`src/rtl/mux_pipe_if.sv`:
```
// Handshake bundle for mux_pipe: upstream transfer, downstream head, and flush/occupancy.
// The slave modport is the mux_pipe view; the master modport is the surrounding pipeline.
interface mux_pipe_if #(
  parameter int WIDTH  = 5,
  parameter int NUM_IN = 2,
  parameter int SEL_W  = 1
);
  logic [WIDTH*NUM_IN-1:0] in_data;
  logic [SEL_W-1:0]        in_select;
  logic                    in_valid;
  logic                    out_ready;
  logic [WIDTH-1:0]        out_z;
  logic                    out_valid;
  logic                    in_ready;
  logic                    out_sel_err;
  logic                    in_flush;
  logic [1:0]              out_count;

  modport slave (
    input  in_data, in_select, in_valid, in_ready, in_flush,
    output out_ready, out_z, out_valid, out_sel_err, out_count
  );

  modport master (
    output in_data, in_select, in_valid, in_ready, in_flush,
    input  out_ready, out_z, out_valid, out_sel_err, out_count
  );
endinterface

```
`src/rtl/mux_pipe.sv`:
```
// N-input channel select feeding a 2-entry skid-buffered output stage.
// Out-of-range selects yield zero data and carry an error flag with the entry.
module mux_pipe #(
  parameter int WIDTH  = 5,
  parameter int NUM_IN = 2,
  parameter int SEL_W  = 1
) (
  input logic       in_clk,
  input logic       in_rst,
  mux_pipe_if.slave bus
);

  localparam logic [1:0] EMPTY = 2'd0;
  localparam logic [1:0] ONE   = 2'd1;
  localparam logic [1:0] FULL  = 2'd2;

  if ((1 << SEL_W) < NUM_IN) begin : g_sel_w_check
    $error("mux_pipe: SEL_W too narrow to address NUM_IN channels");
  end
  if (NUM_IN < 2 || NUM_IN > 16) begin : g_num_in_check
    $error("mux_pipe: NUM_IN must be in 2..16");
  end

  logic [1:0]       state;
  logic [WIDTH-1:0] main_data;
  logic [WIDTH-1:0] skid_data;
  logic             main_err;
  logic             skid_err;
  logic [WIDTH-1:0] sel_data;
  logic             sel_err;
  logic             accept;
  logic             pop;

  always_comb begin
    sel_data = '0;
    sel_err  = 1'b1;
    for (int unsigned k = 0; k < NUM_IN; k++) begin
      if (bus.in_select == SEL_W'(k)) begin
        sel_data = bus.in_data[k*WIDTH +: WIDTH];
        sel_err  = 1'b0;
      end
    end
  end

  // Ready depends on the registered occupancy only, never on in_ready.
  assign bus.out_ready   = (state != FULL);
  assign bus.out_valid   = (state != EMPTY);
  assign bus.out_z       = main_data;
  assign bus.out_sel_err = main_err;
  assign bus.out_count   = state;

  assign accept = bus.in_valid & bus.out_ready;
  assign pop    = bus.out_valid & bus.in_ready;

  always_ff @(posedge in_clk) begin
    if (in_rst || bus.in_flush) begin
      state     <= EMPTY;
      main_data <= '0;
      main_err  <= 1'b0;
      skid_data <= '0;
      skid_err  <= 1'b0;
    end else begin
      case (state)
        EMPTY: begin
          if (accept) begin
            main_data <= sel_data;
            main_err  <= sel_err;
            state     <= ONE;
          end
        end
        ONE: begin
          if (accept && pop) begin
            main_data <= sel_data;
            main_err  <= sel_err;
          end else if (accept) begin
            skid_data <= sel_data;
            skid_err  <= sel_err;
            state     <= FULL;
          end else if (pop) begin
            main_data <= '0;
            main_err  <= 1'b0;
            state     <= EMPTY;
          end
        end
        FULL: begin
          if (pop) begin
            main_data <= skid_data;
            main_err  <= skid_err;
            skid_data <= '0;
            skid_err  <= 1'b0;
            state     <= ONE;
          end
        end
        default: begin
          state     <= EMPTY;
          main_data <= '0;
          main_err  <= 1'b0;
          skid_data <= '0;
          skid_err  <= 1'b0;
        end
      endcase
    end
  end

endmodule

```
`src/flat_wrapper.sv`:
```
// flat-port wrapper written by rule: the top's interface ports become plain ports
module mux_pipe_flat 
#(
  parameter int WIDTH  = 5,
  parameter int NUM_IN = 2,
  parameter int SEL_W  = 1
)
  (in_clk, in_rst, bus_in_data, bus_in_select, bus_in_valid, bus_in_ready, bus_in_flush, bus_out_ready, bus_out_z, bus_out_valid, bus_out_sel_err, bus_out_count);
  mux_pipe_if #(.WIDTH(WIDTH), .NUM_IN(NUM_IN), .SEL_W(SEL_W)) bus_i ();
  input logic in_clk;
  input logic in_rst;
  input wire logic [$bits(bus_i.in_data)-1:0] bus_in_data;
  input wire logic [$bits(bus_i.in_select)-1:0] bus_in_select;
  input wire logic [$bits(bus_i.in_valid)-1:0] bus_in_valid;
  input wire logic [$bits(bus_i.in_ready)-1:0] bus_in_ready;
  input wire logic [$bits(bus_i.in_flush)-1:0] bus_in_flush;
  output wire logic [$bits(bus_i.out_ready)-1:0] bus_out_ready;
  output wire logic [$bits(bus_i.out_z)-1:0] bus_out_z;
  output wire logic [$bits(bus_i.out_valid)-1:0] bus_out_valid;
  output wire logic [$bits(bus_i.out_sel_err)-1:0] bus_out_sel_err;
  output wire logic [$bits(bus_i.out_count)-1:0] bus_out_count;
  assign bus_i.in_data = bus_in_data;
  assign bus_i.in_select = bus_in_select;
  assign bus_i.in_valid = bus_in_valid;
  assign bus_i.in_ready = bus_in_ready;
  assign bus_i.in_flush = bus_in_flush;
  assign bus_out_ready = bus_i.out_ready;
  assign bus_out_z = bus_i.out_z;
  assign bus_out_valid = bus_i.out_valid;
  assign bus_out_sel_err = bus_i.out_sel_err;
  assign bus_out_count = bus_i.out_count;
  mux_pipe #(.WIDTH(WIDTH), .NUM_IN(NUM_IN), .SEL_W(SEL_W)) u_core (.in_clk(in_clk), .in_rst(in_rst), .bus(bus_i));
endmodule
```
`config.mk`:
```
export PLATFORM = sky130hd
export DESIGN_NAME = mux_pipe_flat
export DESIGN_NICKNAME = d
export VERILOG_FILES = /design/src/rtl/mux_pipe_if.sv /design/src/rtl/mux_pipe.sv /design/src/flat_wrapper.sv
export SDC_FILE = /design/constraint.sdc
export NUM_CORES = 1
export LEC_CHECK = 0
export BUFFER_PORTS_ARGS = -buffer_cell sky130_fd_sc_hd__buf_4
export CAP_MARGIN = 20
export CORE_MARGIN = 2
export CORE_UTILIZATION = 30
export DETAILED_ROUTE_END_ITERATION = 8
export RECOVER_POWER = 25
export SYNTH_ARGS = -nofsm -noshare
export SYNTH_HDL_FRONTEND = slang
export SYNTH_SLANG_ARGS = --single-unit
```
`constraint.sdc`:
```
create_clock -name in_clk -period 3.4 [get_ports in_clk]
set_clock_uncertainty 0.15 [all_clocks]
set_input_delay 0.17 -clock in_clk [delete_from_list [all_inputs] [get_ports in_clk]]
set_output_delay 0.17 -clock in_clk [all_outputs]
set_load 0.01 [all_outputs]
```
-- Word-level counts from Yosys, hierarchy flattened
Cells that the tools add are included.
- flip-flop bits (word level): 14
- bits in latches: 0
- memories kept: 0
- output and inout bits: 10
- RAM bits: 0
- ROM bits: 0
- input bits: 16
- word-level logic and storage cells: 48
- $mul: 0
- reductions and logical operators: 7
- divide/modulo/power cells: 0
- equal/unequal tests: 10
- bitwise operators: 3
- order comparisons: 0
- shift operators: 0
- $add $sub $neg: 0
- mux-type cells: 23
- operator list (cell ; number):
    5-bit 2-to-1 mux ; 7
    5-bit case mux with 3 select lines ; 2
    4-bit AND reduction ; 3
    2-bit 2-to-1 mux ; 5
    1-bit 2-to-1 mux ; 6
    2-bit by 1-bit inequality test with 1-bit output (second input constant) ; 3
    3-bit by 1-bit inequality test with 1-bit output (second input constant) ; 2
    1-bit case mux with 3 select lines ; 2
    2-bit case mux with 3 select lines ; 1
    2-bit inequality test (second input constant) ; 2
    3-bit inequality test (second input constant) ; 1
    1-bit AND ; 2
    2-bit by 1-bit == test with 1-bit output (second input constant) ; 1
    2-bit == test (second input constant) ; 1
    2-bit zero test ; 1
    2-bit nonzero test ; 1
    1-bit logical AND ; 1
    1-bit logical OR ; 1
    1-bit NOT ; 1

-- Depth between registers and ports, before layout
Gate-level depths: netlist of the first run.
- word-level depth: 6
- depth in mapped cells: 5
- mapped depth without buffers: 4

-- Worst setup path after synthesis of the first run
No wires, ideal clock.
- kind: register -> register
- from: reg u_core.state[1], in the netlist u_core.bus.out_count[1]
- to: reg u_core.main_data[1], in the netlist u_core.bus.out_z[1]
- period minus slack after synthesis: 1497 ps
- path buffers: 0
- stages on the path, launching flop included: 5
- required time: 3128 ps
- arrival time: 1226 ps
- library setup time: 122 ps
- setup slack: 1903 ps
- cell sequence: dfxtp_1 mux2_4 nor2b_4 o21ai_4 o2bb2ai_1
- cells in the longest elaborated chain, start to end: 5
- elaborated cells on any way between the ends: 15
- those cells by class: 7 x eq/ne; 2 x mux; 2 x bitwise; 4 x reduce/logical
- ends and longest elaborated chain (item ; RTL line ; source):
    start: declaration ; mux_pipe.sv:24 ; logic [1:0] state;
    start signal: assignment ; mux_pipe.sv:57 ; state <= EMPTY;
    start signal: assignment ; mux_pipe.sv:68 ; state <= ONE;
    start signal: assignment ; mux_pipe.sv:78 ; state <= FULL;
    2-bit inequality test / 2-bit nonzero test (equally long branches) ; mux_pipe.sv:46, mux_pipe.sv:47 ;
    1-bit AND (on tied branches) ; mux_pipe.sv:52, mux_pipe.sv:53 ;
    1-bit logical AND ; mux_pipe.sv:72 ; if (accept && pop) begin
    3-bit inequality test (no source line) (tied with other cells) ; n/a ;
    4-bit AND reduction (no source line) / 5-bit case mux with 3 select lines (equally long branches) ; n/a ;
    end signal: assignment ; mux_pipe.sv:66 ; main_data <= sel_data;
    end signal: assignment ; mux_pipe.sv:73 ; main_data <= sel_data;
    end signal: assignment ; mux_pipe.sv:87 ; main_data <= skid_data;
    end: declaration ; mux_pipe.sv:25 ; logic [WIDTH-1:0] main_data;
Several ways; a longest one is shown, not always the timed one.
A chain may end at the register's enable or synchronous reset.

-- Final worst setup path of the first run
Ends and elaborated chain as after synthesis.

==> impl_metrics.ini, run 1 <==
[timing]
period_minus_slack_ps = 1805
fmax_mhz = 554.1
slew_viol_final = 0
hold_viol_final = 0
worst_slack_ps = 1595
worst_pin_slew_ps = 584.2
max_slew_margin_pct = 61.00
holdWs_ps = 20.72
rsz0062_at_grt = false
period_share_pct = 53.08
setup_viol = 0
tns_ps = 0

[detailed_routing]
drt_pass1_iterations = 4
totalWireLength_mm = 1.703
vias_per_cell = 4.784
dr_wl_met2_microns = 725
wl_met3_microns = 97
ant_nets = 0
wirelength_met1_microns = 845
routedWlPerCell_microns = 12.71
top_layer = met4
vias = 641
drc = 0
drt_iter0_markers = 12

[finish]
drive_gt1_share_pct = 31.73
fill_cells = 265
seqCellArea_sq_um = 240.2
multi_input_area_sq_um = 485.5
syn_to_final_growth_pct = 25.16
antenna_cells = 0
fin_area_sq_um = 970.9
mostFrequentLayoutCell = buf_4
final_cell_mix = 19 x buf_4, 12 x nor2_1, 12 x dfxtp_1, 11 x nor2b_1, 10 x mux2i_1
num-nets-final = 121

[status]
status = finished, final reports clean

[cts]
cts_setup_buffers = 0
clkTransAtPathRegs_ps = 80
clock_latency_ps = 280
cts-root-buf = clkbuf_4
numClockSinks = 12
cts_tree = yes
clockBufferDepth = 2
cts_max_level = 1
cts_buffers = 3

[critical_path]
reg2reg_setup_slack_ps = 1600
worstPathCellList = mux2_4, nor2b_4, o21ai_4, o2bb2ai_1
reg2reg_depth = 4
cp_max_fo = 18
worstReg2RegStart = u_core.bus.out_count[1]$_SDFFE_PP0P_
crit_type = reg2reg
end_kind = register
slowest_stage = dfxtp_1
worstPathRequired_ps = 3410
r2r_end = u_core.bus.out_z[1]$_SDFFE_PP0P_
cp-start-kind = register
crit_arrival_ps = 1820
slowest_delay_ps = 700

[synth]
syn_inst = 81
synth_area_sq_um = 775.7
yosys_warnings = 0
seq_area_frac_synth_pct = 30.97
synthDistinctLibCells = 26
ys_ff_latch = 12
synth_ff_type = dfxtp_1
avgSynthCellArea_sq_um = 9.577
async_flop_share_pct = 0
synth.net_count = 97
synth_edf_count = 0

[die]
pin_count = 26
die_area_sq_mm = 0.003009
rows = 18
die_w_microns = 54.85
core_sq_mm = 0.002455
initial_core_util_pct = 31.60
die_y_microns = 54.85

[min_path]
holdPathStages = 3
worstHoldStart = in_rst
min_to = u_core.bus.out_count[0]$_SDFFE_PP0P_
hold_class = in2reg

[pwr]
power.total_uw = 331.9
ir_worst_vdd_uv = 200.5
leakagePower_uw = 0.0004219
p_per_area_mw_per_mm2 = 341.9

[global_route]
grt_max_degree = 19
grt_pass1_wl_mm = 2.801
grt_pass1_vias = 631
overflow = 0
grt.total_usage_pct = 13.36
antenna_found_initial = 0

[place]
pre_cts_slack_ps = 1623
port_buffers = 24
place_area_sq_um = 943.4
place.gp.congestion = 0.6723
hpwlAfterDp_mm = 1.308

[job]
drv_cap = 0
[Yosys cell counts (all sizes together), types with 2 or more instances]
library cell,count,area (sq um)
mux2i,10,100.1
nand2,3,11.26
dfxtp,12,240.2
nor2,13,56.30
o32a,5,50.05
nand2b,2,12.51
nor2b,12,82.58
or2,2,12.51
buf,6,50.04
o2bb2ai,5,56.31
[sequential cells by signal, summed over array words and instances (netlist names)]
signal and count:
u_core.bus.out_count 2, u_core.bus.out_z 5, u_core.skid_data 5
[per-layer routing]
layer / up-vias / track usage [%]
met5: - / 0
met4: 0 / 6.250
met3: 5 / 3.279
met2: 22 / 20.44
met1: 284 / 17.43
li1: 330 / -
[stage by stage]
| step | utilization, % | instances |
|---|---|---|
| global placement | 38.43 | 129 |
| finish | 39.55 | 134 |
| CTS | 40.32 | 134 |
| floorplan | - | 81 |
| detailed placement | 38.43 | 129 |
| global route | 39.55 | 134 |
[timing repair]
action,CTS,global route
endpoints found under the hold margin,1,0
hold buffers,1,0
gates resized for setup,0,0
[power by group]
group	internal (uW)	switching, uW	leakage [uW]	total [uW]
registers	144	4.99	0.0000972	149
clock network	65.2	50.2	0.0000210	115
logic	36.8	30.9	0.000304	67.7
total	246	86.1	0.000422	332
[critical path: cells and delay by family (launching register included)]
kind / cells / cell delay [ps]
and+or+nand+nor: 1 / 140
DFF: 1 / 700
muxes: 1 / 360
AOI/OAI and AO/OA: 2 / 350
[how the worst max path moves through the flow]
stage / slack, ps / startpoint / end / cells after the start
floorplan: 1900 / u_core.bus.out_count[1]$_SDFFE_PP0P_ / u_core.bus.out_z[1]$_SDFFE_PP0P_ / 4
global placement: 1670 / u_core.bus.out_count[1]$_SDFFE_PP0P_ / u_core.bus.out_z[4]$_SDFFE_PP0P_ / 4
detailed placement: 1620 / u_core.bus.out_count[1]$_SDFFE_PP0P_ / u_core.bus.out_z[4]$_SDFFE_PP0P_ / 4
CTS: 1600 / u_core.bus.out_count[1]$_SDFFE_PP0P_ / u_core.bus.out_z[1]$_SDFFE_PP0P_ / 4
global route: 1480 / u_core.bus.out_count[0]$_SDFFE_PP0P_ / u_core.bus.out_z[2]$_SDFFE_PP0P_ / 4
finish: 1600 / u_core.bus.out_count[1]$_SDFFE_PP0P_ / u_core.bus.out_z[1]$_SDFFE_PP0P_ / 4
[cell families (layout without fill, tap and decap cells)]
family          after synthesis  in the layout  share of synthesized area (%)
compound gates               16             16                          22.10
other cells                   1              1                         0.4834
flops                        12             12                          30.97
buf+inv                       6             29                          6.451
mux                          11             11                          14.84
simple gates                 35             35                          25.16
[layout make-up]
class	count	area share (%)
Tap cell	30	3.866
Multi-Input combinational cell	63	50.00
Timing Repair Buffer	25	17.65
Sequential cell	12	24.74
Clock buffer	4	3.737
(Power assumes the default switching activity.)
==> inputs of run 2 (changes only) <==
Settings changed: ABC_AREA set to 1.
Clock period 3.4 ns to 1.54 ns, I/O delays scaled along.
==> run 2 against run 1 <==
Synthesized area up 3.9%; sequential power up 120%; via count up 23%; routed wire length up 7.5%; first-iteration DRC count up 42%; clock power up 66%; synthesized cell count up 33%; critical path depth unchanged; combinational power up 120%; utilization up 0.73 points; global-route usage down 0.74 points; worst hold slack better by 47 ps; highest routed layer unchanged.
==> impl_metrics.ini, run 2 <==
[status]
status = finished, final reports clean

[timing]
setup_viol = 0
slew_viol_final = 0
holdWs_ps = 67.63
period_minus_slack_ps = 1463
hold_viol_final = 0
period_share_pct = 95.01
rsz0062_at_grt = true
fmax_mhz = 683.5

[synth]
yosysTopAreaCell = dfxtp_1
avgSynthCellArea_sq_um = 7.461
async_flop_share_pct = 0
synth_ff_type = dfxtp_1
netlist_top_cells_area = dfxtp_1 30%, nand2_1 15%, nand3_2 7.5%
synthDistinctLibCells = 23
synth.most_common_cell = nand2_1
seq_area_frac_synth_pct = 29.81
syn_inst = 108
ys_ff_latch = 12
synthDominantCellAreaShare_pct = 29.81
yosys_warnings = 0
synth.net_count = 124
synth_area_sq_um = 805.8
synth_edf_count = 0
synth_common_cells = 33 x nand2_1, 12 x dfxtp_1, 10 x nand3_1, 7 x a21oi_1

[detailed_routing]
drt_pass1_iterations = 4
drc = 0
totalWireLength_mm = 1.830
ant_nets = 0
vias = 786
vias_per_cell = 4.822
routedWlPerCell_microns = 11.23
drt_iter0_markers = 17

[die]
core_sq_mm = 0.002522
die_w_microns = 55.83
rows = 18
pin_count = 26
die_area_sq_mm = 0.003116
die_y_microns = 55.83
initial_core_util_pct = 31.94

[critical_path]
crit_arrival_ps = 1240
worstPathRequired_ps = 1310
end_kind = primary output
crit_type = reg2out
cp_max_fo = 8
cp-start-kind = register

[cts]
cts-root-buf = clkbuf_4
cts_max_level = 1
clkTransAtPathRegs_ps = 70
clock_latency_ps = 270
numClockSinks = 12
cts_buffers = 3
cts_tree = yes
clockBufferDepth = 2
cts_setup_buffers = 0

[global_route]
grt_pass1_wl_mm = 3.125
globalRouteMet3Util_pct = 2.326
grt_pass1_vias = 715
grt_use_met2_pct = 20.41
grt.total_usage_pct = 12.63
gr-usage-met1_pct = 16.55
grt_max_degree = 13
top_usage_layer = met2
antenna_found_initial = 0
overflow = 0

[pwr]
p_per_area_mw_per_mm2 = 654.7
leakagePower_uw = 0.0004309
power.total_uw = 665.1
ir_worst_vdd_uv = 352.8

[finish]
num-nets-final = 151
seqCellArea_sq_um = 241.5
multi_input_area_sq_um = 499.2
antenna_cells = 0
drive_gt1_share_pct = 42.11
syn_to_final_growth_pct = 26.09
fin_area_sq_mm = 0.001016
utilization_pct = 40.28
final_cell_mix = 33 x nand2_1, 21 x buf_4, 11 x dfxtp_1, 10 x nand3_1, 7 x a21oi_1
fill_cells = 273
mostFrequentLayoutCell = nand2_1

[place]
port_buffers = 24
hpwlAfterDp_mm = 1.430
place_area_sq_mm = 0.001007
place.gp.congestion = 0.8440

[min_path]
hold_class = in2reg

[job]
drv_cap = 0
## run 2: changes by cell type after synthesis, moves of 9 or more
cell / before / now
mux2i_1: 10 / 0
nand2_1: 3 / 33
nor2b_1: 11 / 0
nor2_1: 12 / 0
nand3_1: 1 / 10
## run 2: routing by layer
| layer | part of all wire (%) | vias to the layer above |
|---|---|---|
| li1 | - | 404 |
| met2 | 48 | 32 |
| met4 | 1.5 | 0 |
| met5 | 0 | - |
| met3 | 6.5 | 4 |
| met1 | 44 | 346 |
## run 2: path summary, 6_finish.rpt
path                                                to  cells after the start  slack [ps]                                 start
hold / removal    u_core.bus.out_count[1]$_SDFFE_PP0P_                      4          70                          bus_in_ready
setup reg to reg      u_core.bus.out_z[2]$_SDFFE_PP0P_                      7         120  u_core.bus.out_count[0]$_SDFFE_PP0P_
setup / recovery                         bus_out_ready                      4          80  u_core.bus.out_count[1]$_SDFFE_PP0P_
hold reg to reg       u_core.bus.out_z[4]$_SDFFE_PP0P_                      2         330      u_core.bus.out_z[4]$_SDFFE_PP0P_
## run 2: kinds of logic (layout without fill, tap and decap cells)
group / after synthesis / count (layout) / share of synthesized area, %
AO/OA/AOI/OAI: 18 / 18 / 16.46
flip-flops: 12 / 12 / 29.81
other: 1 / 1 / 0.4654
buffers and inverters: 12 / 37 / 8.229
AND/OR/NAND/NOR: 65 / 65 / 45.03
## run 2: area by class of cell
cell class	instances	share of cell area, %
clock buffer	3	2.217
timing repair buffer	25	17.00
multi-input combinational	84	49.14
inverter	9	4.187
tap	30	3.695
sequential	12	23.77
## run 2: power by group
part	internal [uW]	total (uW)	switching (uW)
logic	64.1	152	87.8
clock network	90.5	191	100
registers	316	323	6.39
total	471	665	194
## run 2: stage by stage
step / setup slack, ps / std cells / TNS (ps)
2_1_floorplan: 149.9 / 108 / 0
3_3_place_gp: 101.1 / 160 / 0
3_5_place_dp: 81.85 / 160 / 0
4_1_cts: 69.53 / 163 / 0
5_1_grt: -0.8897 / 163 / -0.8897
6_report: 76.86 / 163 / 0
## run 2: critical path, stage by stage (launching register included)
cell,delay [ps]
dfxtp_2,430
inv_4,100
nor2_2,220
inv_1,60
buf_4,140
## run 2: repair_timing
item | CTS | global route
endpoints found under the setup margin | 1 | 1
hold buffers | 0 | 0
resized for setup | 1 | 0
